## src/rtl/param_cpu_core_pkg.sv

```systemverilog
// Shared opcodes, FSM states and PSW bit positions for param_cpu_core.
package cpu_core_pkg;

  localparam int OP_W = 4;

  localparam logic [OP_W-1:0] OP_NOP   = 4'd0;
  localparam logic [OP_W-1:0] OP_LOAD  = 4'd1;
  localparam logic [OP_W-1:0] OP_STORE = 4'd2;
  localparam logic [OP_W-1:0] OP_ADD   = 4'd3;
  localparam logic [OP_W-1:0] OP_SUB   = 4'd4;
  localparam logic [OP_W-1:0] OP_AND   = 4'd5;
  localparam logic [OP_W-1:0] OP_OR    = 4'd6;
  localparam logic [OP_W-1:0] OP_XOR   = 4'd7;
  localparam logic [OP_W-1:0] OP_NOT   = 4'd8;
  localparam logic [OP_W-1:0] OP_LDI   = 4'd9;
  localparam logic [OP_W-1:0] OP_OUT   = 4'd10;
  localparam logic [OP_W-1:0] OP_EI    = 4'd11;
  localparam logic [OP_W-1:0] OP_DI    = 4'd12;

  localparam logic [1:0] S_IDLE = 2'd0;
  localparam logic [1:0] S_EXEC = 2'd1;
  localparam logic [1:0] S_MEM  = 2'd2;
  localparam logic [1:0] S_IRQ  = 2'd3;

  localparam int PSW_Z = 0;
  localparam int PSW_C = 1;
  localparam int PSW_N = 2;
  localparam int PSW_V = 3;

endpackage

```

## src/rtl/param_cpu_core_if.sv

```systemverilog
// Instruction valid/ready handshake between a source and the core.
interface param_cpu_core_if #(
  parameter int INSTR_W = 18
);
  logic [INSTR_W-1:0] instr_i;
  logic               instr_valid_i;
  logic               instr_ready_o;

  modport master (
    output instr_i,
    output instr_valid_i,
    input  instr_ready_o
  );

  modport slave (
    input  instr_i,
    input  instr_valid_i,
    output instr_ready_o
  );
endinterface

```

## src/rtl/param_cpu_core_alu.sv

```systemverilog
// Combinational ALU for param_cpu_core; flags returned as {V,N,C,Z}.
// Define CPU_SAT_ARITH_EN for saturating ADD/SUB.
module cpu_alu
  import cpu_core_pkg::*;
#(
  parameter int DATA_W = 8
) (
  input  logic [DATA_W-1:0] i_a,
  input  logic [DATA_W-1:0] i_b,
  input  logic [OP_W-1:0]   i_op,
  output logic [DATA_W-1:0] o_result,
  output logic [3:0]        o_flags
);

  logic [DATA_W:0]   w_sum;
  logic [DATA_W:0]   w_dif;
  logic [DATA_W-1:0] w_res;
  logic              w_c;
  logic              w_v;

  assign w_sum = {1'b0, i_a} + {1'b0, i_b};
  assign w_dif = {1'b0, i_a} - {1'b0, i_b};

  always_comb begin
    w_res = '0;
    w_c   = 1'b0;
    w_v   = 1'b0;
    unique case (1'b1)
      (i_op == OP_ADD): begin
        w_c   = w_sum[DATA_W];
        w_res = w_sum[DATA_W-1:0];
`ifdef CPU_SAT_ARITH_EN
        if (w_c) w_res = '1;
`endif
        w_v = (i_a[DATA_W-1] == i_b[DATA_W-1]) &&
              (w_res[DATA_W-1] != i_a[DATA_W-1]);
      end
      (i_op == OP_SUB): begin
        w_c   = w_dif[DATA_W];
        w_res = w_dif[DATA_W-1:0];
`ifdef CPU_SAT_ARITH_EN
        if (w_c) w_res = '0;
`endif
        w_v = (i_a[DATA_W-1] != i_b[DATA_W-1]) &&
              (w_res[DATA_W-1] != i_a[DATA_W-1]);
      end
      (i_op == OP_AND): w_res = i_a & i_b;
      (i_op == OP_OR):  w_res = i_a | i_b;
      (i_op == OP_XOR): w_res = i_a ^ i_b;
      (i_op == OP_NOT): w_res = ~i_b;
      default: ;
    endcase
  end

  always_comb begin
    o_flags        = '0;
    o_flags[PSW_Z] = (w_res == '0);
    o_flags[PSW_C] = w_c;
    o_flags[PSW_N] = w_res[DATA_W-1];
    o_flags[PSW_V] = w_v;
  end

  assign o_result = w_res;

endmodule

```

## src/rtl/param_cpu_core.sv

```systemverilog
// Parametrised multi-cycle core: regfile, ALU, PSW, data memory, one-level IRQ.
// Define CPU_SAT_ARITH_EN for saturating ADD/SUB in the ALU.
module param_cpu_core
  import cpu_core_pkg::*;
#(
  parameter int          DATA_W    = 8,
  parameter int          NREGS     = 8,
  parameter int          MEM_DEPTH = 256,
  parameter int unsigned IRQ_VEC   = 0
) (
  input  logic              clk,
  input  logic              rst_n,
  param_cpu_core_if.slave   ifc,
  input  logic              irq_i,
  output logic              irq_ack_o,
  output logic [$clog2(MEM_DEPTH)-1:0] irq_vec_o,
  output logic [DATA_W-1:0] dout_o,
  output logic              dout_valid_o,
  output logic [3:0]        psw_o,
  output logic              ie_o,
  output logic              illegal_o
);

  localparam int RA_W    = $clog2(NREGS);
  localparam int ADDR_W  = $clog2(MEM_DEPTH);
  localparam int INSTR_W = OP_W + 2 * RA_W + ADDR_W;

  logic [1:0]         r_state;
  logic [INSTR_W-1:0] r_ir;
  logic [DATA_W-1:0]  r_regs [NREGS];
  logic [DATA_W-1:0]  r_mem [MEM_DEPTH];
  logic [DATA_W-1:0]  r_rdata;
  logic [DATA_W-1:0]  r_dout;
  logic [3:0]         r_psw;
  logic               r_ie;
  logic               r_dout_v;
  logic               r_ill;

  logic [OP_W-1:0]   w_op;
  logic [RA_W-1:0]   w_rd;
  logic [RA_W-1:0]   w_rs;
  logic [ADDR_W-1:0] w_addr;
  logic [DATA_W-1:0] w_imm;
  logic [DATA_W-1:0] w_alu_res;
  logic [3:0]        w_alu_flags;

  assign w_op   = r_ir[INSTR_W-1 -: OP_W];
  assign w_rd   = r_ir[INSTR_W-OP_W-1 -: RA_W];
  assign w_rs   = r_ir[INSTR_W-OP_W-RA_W-1 -: RA_W];
  assign w_addr = r_ir[ADDR_W-1:0];

  // LDI immediate: zero-extend or truncate to the data width
  generate
    if (DATA_W > ADDR_W) begin : g_imm_ext
      assign w_imm = {{(DATA_W-ADDR_W){1'b0}}, w_addr};
    end else begin : g_imm_trunc
      assign w_imm = w_addr[DATA_W-1:0];
    end
  endgenerate

  logic w_st_idle, w_st_exec, w_st_mem, w_st_irq;
  assign w_st_idle = (r_state == S_IDLE);
  assign w_st_exec = (r_state == S_EXEC);
  assign w_st_mem  = (r_state == S_MEM);
  assign w_st_irq  = (r_state == S_IRQ);

  logic w_is_alu, w_is_ldi, w_is_ld, w_is_st;
  logic w_is_out, w_is_ei, w_is_di, w_is_ill;
  assign w_is_alu = (w_op >= OP_ADD) && (w_op <= OP_NOT);
  assign w_is_ldi = (w_op == OP_LDI);
  assign w_is_ld  = (w_op == OP_LOAD);
  assign w_is_st  = (w_op == OP_STORE);
  assign w_is_out = (w_op == OP_OUT);
  assign w_is_ei  = (w_op == OP_EI);
  assign w_is_di  = (w_op == OP_DI);
  assign w_is_ill = (w_op > OP_DI);

  logic w_irq_take, w_ready, w_xfer, w_mem_we;
  assign w_irq_take = irq_i && r_ie;
  assign w_ready    = w_st_idle && !w_irq_take;
  assign w_xfer     = ifc.instr_valid_i && w_ready;
  assign w_mem_we   = w_st_exec && w_is_st;

  cpu_alu #(
    .DATA_W (DATA_W)
  ) u_alu (
    .i_a      (r_regs[w_rd]),
    .i_b      (r_regs[w_rs]),
    .i_op     (w_op),
    .o_result (w_alu_res),
    .o_flags  (w_alu_flags)
  );

  always_ff @(posedge clk) begin
    if (w_mem_we) r_mem[w_addr] <= r_regs[w_rs];
    r_rdata <= r_mem[w_addr];
  end

  always_ff @(posedge clk or negedge rst_n) begin
    if (!rst_n) begin
      r_state  <= S_IDLE;
      r_ir     <= '0;
      r_psw    <= '0;
      r_ie     <= 1'b1;
      r_dout   <= '0;
      r_dout_v <= 1'b0;
      r_ill    <= 1'b0;
      for (int i = 0; i < NREGS; i++) r_regs[i] <= '0;
    end else begin
      r_dout_v <= 1'b0;
      r_ill    <= 1'b0;
      unique case (1'b1)
        w_st_idle: begin
          if (w_xfer) begin
            r_ir    <= ifc.instr_i;
            r_state <= S_EXEC;
          end else if (w_irq_take) begin
            r_state <= S_IRQ;
          end
        end
        w_st_exec: begin
          r_state <= S_IDLE;
          unique case (1'b1)
            w_is_alu: begin
              r_regs[w_rd] <= w_alu_res;
              r_psw        <= w_alu_flags;
            end
            w_is_ldi: r_regs[w_rd] <= w_imm;
            w_is_ld:  r_state <= S_MEM;
            w_is_out: begin
              r_dout   <= r_regs[w_rs];
              r_dout_v <= 1'b1;
            end
            w_is_ei:  r_ie  <= 1'b1;
            w_is_di:  r_ie  <= 1'b0;
            w_is_ill: r_ill <= 1'b1;
            default: ;
          endcase
        end
        w_st_mem: begin
          r_regs[w_rd] <= r_rdata;
          r_state      <= S_IDLE;
        end
        w_st_irq: begin
          r_ie    <= 1'b0;
          r_state <= S_IDLE;
        end
        default: r_state <= S_IDLE;
      endcase
    end
  end

  assign ifc.instr_ready_o = w_ready;
  assign irq_ack_o    = w_st_irq;
  assign irq_vec_o    = w_st_irq ? ADDR_W'(IRQ_VEC) : '0;
  assign dout_o       = r_dout;
  assign dout_valid_o = r_dout_v;
  assign psw_o        = r_psw;
  assign ie_o         = r_ie;
  assign illegal_o    = r_ill;

endmodule

```

## src/flat_wrapper.sv

```systemverilog
// flat-port wrapper written by rule: the top's interface ports become plain ports
module param_cpu_core_flat import cpu_core_pkg::*;
#(
  parameter int          DATA_W    = 8,
  parameter int          NREGS     = 8,
  parameter int          MEM_DEPTH = 256,
  parameter int unsigned IRQ_VEC   = 0
)
  (clk, rst_n, irq_i, irq_ack_o, irq_vec_o, dout_o, dout_valid_o, psw_o, ie_o, illegal_o, ifc_instr_i, ifc_instr_valid_i, ifc_instr_ready_o);
  param_cpu_core_if #(.INSTR_W((18))) ifc_i ();
  input  logic clk;
  input  logic rst_n;
  input  logic irq_i;
  output logic irq_ack_o;
  output logic [$clog2(MEM_DEPTH)-1:0] irq_vec_o;
  output logic [DATA_W-1:0] dout_o;
  output logic dout_valid_o;
  output logic [3:0] psw_o;
  output logic ie_o;
  output logic illegal_o;
  input wire logic [$bits(ifc_i.instr_i)-1:0] ifc_instr_i;
  input wire logic [$bits(ifc_i.instr_valid_i)-1:0] ifc_instr_valid_i;
  output wire logic [$bits(ifc_i.instr_ready_o)-1:0] ifc_instr_ready_o;
  assign ifc_i.instr_i = ifc_instr_i;
  assign ifc_i.instr_valid_i = ifc_instr_valid_i;
  assign ifc_instr_ready_o = ifc_i.instr_ready_o;
  param_cpu_core #(.DATA_W(DATA_W), .NREGS(NREGS), .MEM_DEPTH(MEM_DEPTH), .IRQ_VEC(IRQ_VEC)) u_core (.clk(clk), .rst_n(rst_n), .ifc(ifc_i), .irq_i(irq_i), .irq_ack_o(irq_ack_o), .irq_vec_o(irq_vec_o), .dout_o(dout_o), .dout_valid_o(dout_valid_o), .psw_o(psw_o), .ie_o(ie_o), .illegal_o(illegal_o));
endmodule
```

## config.mk

```make
export PLATFORM = sky130hd
export DESIGN_NAME = param_cpu_core_flat
export DESIGN_NICKNAME = d
export VERILOG_FILES = /design/src/rtl/param_cpu_core_pkg.sv /design/src/rtl/param_cpu_core_if.sv /design/src/rtl/param_cpu_core_alu.sv /design/src/rtl/param_cpu_core.sv /design/src/flat_wrapper.sv
export SDC_FILE = /design/constraint.sdc
export NUM_CORES = 2
export LEC_CHECK = 0
export ABC_AREA = 1
export CAP_MARGIN = 20
export CELL_PAD_IN_SITES_DETAIL_PLACEMENT = 1
export CELL_PAD_IN_SITES_GLOBAL_PLACEMENT = 1
export CORE_UTILIZATION = 42
export DETAILED_ROUTE_END_ITERATION = 12
export PLACE_DENSITY = 0.66
export SLEW_MARGIN = 10
export SYNTH_ARGS = -nofsm -noshare
export SYNTH_HDL_FRONTEND = slang
export SYNTH_HIERARCHICAL = 1
export SYNTH_SLANG_ARGS = --single-unit
```

## constraint.sdc

```tcl
create_clock -name clk -period 29 [get_ports clk]
set_clock_uncertainty 0.05 [all_clocks]
set_input_delay 2.9 -clock clk [delete_from_list [all_inputs] [get_ports clk]]
set_output_delay 2.9 -clock clk [all_outputs]
set_load 0.005 [all_outputs]
```

---- Yosys cells after proc, flatten, opt, wreduce, memory -nomap -nowiden ----
Memories as Yosys holds them, arrays and structs flattened. A register that Yosys moved wholly into a read port is not among the register bits.
Index checks and enable logic that the tools add are counted.
cells by class
  $add $sub $neg .......................... 2
  equal/unequal tests ..................... 22
  order comparisons ....................... 6
  bitwise operators ....................... 6
  reductions and logical operators ........ 18
  mux-type cells .......................... 28
operators with widths
  operator                                                         count
  64-bit one-hot mux with 2 select lines                           2
  64-bit bitwise mux                                               3
  8-bit binary-select mux with 3-bit select                        2
  8-bit one-hot mux with 6 select lines                            1
  8-bit 2-to-1 mux                                                 5
  8-bit demux with 3-bit select                                    1
  4-bit == test, second input constant                             5
  4-bit by 3-bit == test with 1-bit output, second input constant  4
  2-bit AND reduction                                              5
  8-bit by 8-bit adder with 9-bit output                           1
  3-bit != test, second input constant                             3
  8-bit by 8-bit subtractor with 9-bit output                      1
  8-bit bitwise AND                                                1
  4-bit by 2-bit == test with 1-bit output, second input constant  2
  4-bit >= comparator, second input constant                       2
  1-bit logical AND                                                8
  8-bit zero test                                                  1
  3-bit NOT with 4-bit output                                      2
  8-bit NOT                                                        1
  8-bit bitwise OR                                                 1
  1-bit one-hot mux with 2 select lines                            4
  8-bit bitwise XOR                                                1
  1-bit 2-to-1 mux                                                 6
  2-bit 2-to-1 mux                                                 3
  13 further kinds                                                 17
word-level totals
  register bits ........................... 99
  RAM bits ................................ 2048
  output and inout port bits .............. 25
  bits of input ports ..................... 22
  logic and storage cells ................. 98
  memories kept ........................... 1
memory list
  memory        words  bits a word  rd ports  clocked after Yosys merged registers in  wr ports  RTL line              source
  u_core.r_mem  256    8            1         1                                        1         param_cpu_core.sv:31  logic [DATA_W-1:0] r_mem [MEM_DEPTH];

---- Logic depth before layout (Yosys ltp) ----
  word-level depth ........................ 9
  depth in mapped cells ................... 24
  gate-level depth less buffers ........... 22

---- By module ----
Netlist, hierarchy kept.
by module, submodules not included
  module          sequential area each (um^2)  area each (um^2)  times used  cells each
  param_cpu_core  64137.8                      89707.3           1           8351
  cpu_alu         0.0                          1457.6            1           266

---- Worst setup path after synthesis ----
Ideal clock, no wire load.
  path type ............................... register to register
  from .................................... register u_core.r_ir[8]
  to ...................................... register u_core/r_regs[15] (netlist bit)
  setup time .............................. 139 ps
  path buffers ............................ 3
  slack ................................... 17258 ps
  data arrival time ....................... 11553 ps
  stages on the path, launching flop included .. 22
  cell sequence ........................... dfrtp_1 buf_2 clkbuf_1 nor2_1 nor2_1 o21ai_0 a31oi_1 inv_1 ha_1 nor2_1 nand2_1 nand2_1 nand2_1 nand2_1 nand2_1 nand3_1 nand2_2 buf_4 nand2_1 o211ai_1 o21ai_1 o21ai_0
between the ends
  cells in the longest elaborated chain, start to end .. 9
  elaborated cells between the ends (all ways) .. 14
  classes of those cells .................. add/sub: 2; mux: 7; bitwise: 5
ends and longest elaborated chain
  what                                                                 RTL line                  source
  start: declaration                                                   param_cpu_core.sv:29      logic [INSTR_W-1:0] r_ir;
  start signal: assignment                                             param_cpu_core.sv:115     r_ir <= ifc.instr_i;
  3-bit NOT with 4-bit output (not written as such) *                  param_cpu_core.sv:88      .i_b (r_regs[w_rs]),
  8-bit binary-select mux with 3-bit select *                          param_cpu_core.sv:88
  8-bit 2-to-1 mux (not written as such) * (2 in a row)                param_cpu_core.sv:88
  8-bit by 8-bit subtractor with 9-bit output (tied with other cells)  param_cpu_core_alu.sv:22  assign w_dif = {1'b0, i_a} - {1'b0, i_b};
  8-bit one-hot mux with 6 select lines *                              param_cpu_core_alu.sv:28  unique case (1'b1)
  net u_core.w_alu_flags[2]                                            param_cpu_core.sv:45      logic [3:0] w_alu_flags;
  64-bit bitwise mux *                                                 param_cpu_core.sv:125     r_regs[w_rd] <= w_alu_res;
  64-bit one-hot mux with 2 select lines *                             param_cpu_core.sv:123     unique case (1'b1)
  64-bit one-hot mux with 2 select lines *                             param_cpu_core.sv:112     unique case (1'b1)
  end signal: indexed assignment                                       param_cpu_core.sv:125
  end signal: indexed assignment                                       param_cpu_core.sv:128     w_is_ldi: r_regs[w_rd] <= w_imm;
  end signal: indexed assignment                                       param_cpu_core.sv:141     r_regs[w_rd] <= r_rdata;
  end: declaration                                                     param_cpu_core.sv:30      logic [DATA_W-1:0] r_regs [NREGS];
Mark *: on every way through the listed nets, which the timed path passes. The rest lies on a longest branch. The select of a mux whose other input is x is not followed.
A chain may end at the register's enable or synchronous reset.

---- Worst setup path after layout ----
  from .................................... input irq_i
  to ...................................... output ifc_instr_ready_o
between the ends
  cells in the longest elaborated chain, start to end .. 3
ends and longest elaborated chain
  what                RTL line              source
  start: declaration  flat_wrapper.sv:13    input logic irq_i;
  1-bit logical AND   param_cpu_core.sv:79  assign w_irq_take = irq_i && r_ie;
  1-bit zero test     param_cpu_core.sv:80  assign w_ready = w_st_idle && !w_irq_take;
  1-bit logical AND   param_cpu_core.sv:80
  end: declaration    flat_wrapper.sv:23    output wire logic [$bits(ifc_i.instr_ready_o)-1:0] ifc_instr_ready_o;
No other way between the ends.

==> results.ini <==
[final_layout]
syn_to_final_growth_pct = 11.2
seqCellArea_um2 = 64100
drive_gt1_share_pct = 5.96
final_nets = 8537
multiInputGateArea_um2 = 24500
fillers = 23100
finalInstanceArea_um2 = 101000

[synth]
ys_async_sr_fraction_pct = 4.59
postSynthCellCount = 8617
yosys_warnings = 6
ys_ff_latch = 2155
netlist_area_um2 = 91200
synth_area_per_cell_um2 = 10.6
synth_flop_cell = edfxtp_1
yosysSeqAreaShare_pct = 70.4
ys_types = 50
synth_edf_count = 2048

[placed_design]
placed_area_um2 = 93800
routabilityCongestion = 0.808
post-dp-hpwl_um = 152000
place.port_buffers = 38

[clock_tree]
cts_hold_buf = 0
tritoncts = built
clkTransAtPathRegs_ps = 60
htree_levels = 4
cts-buffers-inserted = 225
cts_root_buf = clkbuf_16
cts_buffer_depth = 3
cts_setup_buffers = 0
cts.sinks = 2155
post_cts_resize_count = 0
insertion_delay_ps = 880

[route]
num_vias = 62600
firstDrtPassIters = 6
drtIter0Drc = 4966
wirelength_um = 274000
detail-route-antenna-nets = 0
drc = 0
wl_per_cell_um = 23.8
routed_via_density = 5.43

[global_routing]
grt_pass1_wl_um = 409000
grt_overflow = 0
grt_pass1_vias = 64600
track_usage_pct = 25.0
antenna_found_initial = 7
grt_max_degree = 191

[outcome]
status = finished clean

[critical_path]
worstPathArrival_ps = 4200
worstReg2RegStart = u_core/r_ir[9]
r2r_slack_ps = 23090
reg2reg_depth = 22
critical_path_class = in -> out
cpPeakStageDelay_ps = 530
cp_slowest_cell = clkdlybuf4s50_1
crit_chain = clkdlybuf4s50_1 -> nand2_1 -> nand2_1 -> inv_1 -> clkdlybuf4s50_1
worstPathMaxFanout = 2
worstSetupStartpointType = primary input
crit_path_end_kind = output port
regToRegEndpoint = u_core/r_regs[45]
crit_required_ps = 26050

[sta]
fmax_ghz = 0.140
worst_pin_slew_ps = 1170
fin_crit_ps = 7150
relSlewSlack_pct = 21.8
hold_viol = 0
slew_violations = 0
rsz0062_at_grt = no
finalCritPeriodShare_pct = 24.7
setup_viol = 0
fin_setup_tns_ps = 0

[die]
die_w_um = 468
coreArea_um2 = 215000
ios = 47
die_h_um = 468
start_util_pct = 42.4
die_area_um2 = 219000
rows = 170

[pwr]
leakage_nw = 39.1
ir_drop_v = 0.000160
p_per_area_nw_per_um2 = 117
power.total_w = 0.0119

[hold_path]
whs_endpoint = u_core/r_regs[20]
min-delay-path-class = reg -> reg
hold_depth = 2
hold_path.startpoint = u_core/r_regs[20]

[run]
maxCapViolCount = 0

-- power by group --
group | internal [W] | switching, W | total, W
combinational | 0.000887 | 0.00352 | 0.00441
clock | 0.00170 | 0.00125 | 0.00294
sequential | 0.00444 | 0.000107 | 0.00455
-- synthesized netlist by cell type, types with 2 or more instances --
| master | n | area share, % |
|---|---|---|
| buf_6 | 10 | 0.12 |
| buf_2 | 281 | 1.5 |
| o211ai_1 | 9 | 0.074 |
| nand3_1 | 602 | 3.3 |
| clkbuf_1 | 141 | 0.58 |
| mux2_2 | 13 | 0.16 |
| fa_1 | 2 | 0.044 |
| nand2_2 | 4 | 0.027 |
| nand2_1 | 4273 | 18 |
| inv_2 | 13 | 0.054 |
| inv_1 | 82 | 0.34 |
| o22ai_1 | 9 | 0.062 |
| a21oi_2 | 3 | 0.029 |
| nand4_1 | 135 | 0.93 |
| nand3b_1 | 5 | 0.041 |
| dfxtp_1 | 8 | 0.18 |
| nor2_2 | 7 | 0.048 |
| o21ai_0 | 80 | 0.44 |
| o21ai_1 | 165 | 0.91 |
| edfxtp_1 | 2048 | 67 |
| buf_1 | 38 | 0.16 |
| nor3_4 | 2 | 0.036 |
| nor3_2 | 8 | 0.088 |
| nor3_1 | 2 | 0.011 |
| o2111ai_1 | 3 | 0.029 |
| nor2_1 | 436 | 1.8 |
| clkbuf_2 | 2 | 0.011 |
| o31ai_1 | 2 | 0.016 |
| ha_1 | 29 | 0.40 |
| a21oi_1 | 38 | 0.21 |
| a31oi_1 | 8 | 0.055 |
| nand3_2 | 2 | 0.022 |
| dfrtp_1 | 98 | 2.7 |
| nor2_4 | 2 | 0.025 |
| a221oi_1 | 9 | 0.086 |
| buf_4 | 24 | 0.20 |
| a22oi_1 | 11 | 0.091 |
-- final cells by class --
class                      count  share of cell area (%)
inverter                      97                   0.382
antenna                        6                  0.0148
clock inverter               157                    1.63
clock buffer                 272                    5.78
tap                         2838                    3.50
multi-input combinational   5876                    24.2
timing repair buffer         129                    1.19
sequential                  2155                    63.3
-- layer usage --
metal / track usage, % / part of all wire, %
met4: 7.24 / 2.7
met2: 41.5 / 48
met3: 3.66 / 5.2
met1: 34.1 / 44
met5: 0 / 0.0095
-- per-stage QoR --
stage / util, % / std cells / worst slack, ps / hold slack (ps)
after floorplan: - / 8624 / 17260 / 403
after global placement: 43.6 / 11100 / 21800 / 421
after detailed placement: 43.6 / 11100 / 21790 / 429
after CTS: 47.1 / 11500 / 21790 / 444
after global routing: 47.1 / 11500 / 21760 / 461
final: 47.1 / 11500 / 21850 / 439
-- worst max-delay path by stage --
stage / depth (start not counted) / startpoint / slack (ps) / to
after floorplan: 21 / u_core/r_ir[8] / 17260 / u_core/r_regs[15]
after global placement: 5 / irq_i / 21800 / ifc_instr_ready_o
after detailed placement: 5 / irq_i / 21790 / ifc_instr_ready_o
after CTS: 5 / irq_i / 21790 / ifc_instr_ready_o
after global routing: 5 / irq_i / 21760 / ifc_instr_ready_o
final: 5 / irq_i / 21850 / ifc_instr_ready_o
-- layout by cell type (no fill, tap or decap), types with 37 or more instances in the layout --
cell type        netlist  routed
clkinv_2               0      47
nand2_1             4273    4257
clkinv_1               1      54
nor2_1               436     430
inv_1                 82      81
o21ai_1              165     165
o21ai_0               80      80
dfrtp_1               98      96
nand3_1              602     602
edfxtp_1            2048    2048
clkdlybuf4s50_1        0      37
nand4_1              135     135
clkbuf_1             141      42
buf_4                 24      81
a21oi_1               38      38
clkbuf_16              0     225
-- cells by family (layout without fill, tap and decap cells) --
| kind of cell | after synthesis | after routing | share of synthesized area (%) |
|---|---|---|---|
| DFF | 2155 | 2155 | 70.4 |
| muxes | 13 | 13 | 0.161 |
| adders and majority gates | 31 | 31 | 0.442 |
| and+or+nand+nor | 5481 | 5481 | 24.0 |
| buffers and inverters | 593 | 655 | 3.01 |
| other | 1 | 14 | 0.00411 |
| xor gates and xnor gates | 1 | 1 | 0.00961 |
| AOI/OAI and AO/OA | 342 | 342 | 2.05 |
-- sequential cells by signal, summed over array words and instances (netlist names) --
signal / flops
u_core/r_mem: 2048
u_core/r_regs: 64
u_core/r_ir: 18
u_core/dout_o: 8
u_core/r_rdata: 8
u_core/psw_o: 4
u_core/r_state: 2
u_core/dout_valid_o: 1
u_core/ie_o: 1
u_core/illegal_o: 1
-- worst max-delay path: cells and delay by family --
kind	cells	cell delay, ps
buffers and inverters	3	1100
AND/OR/NAND/NOR	2	190
Note: power is estimated with default switching activity, not from simulation.
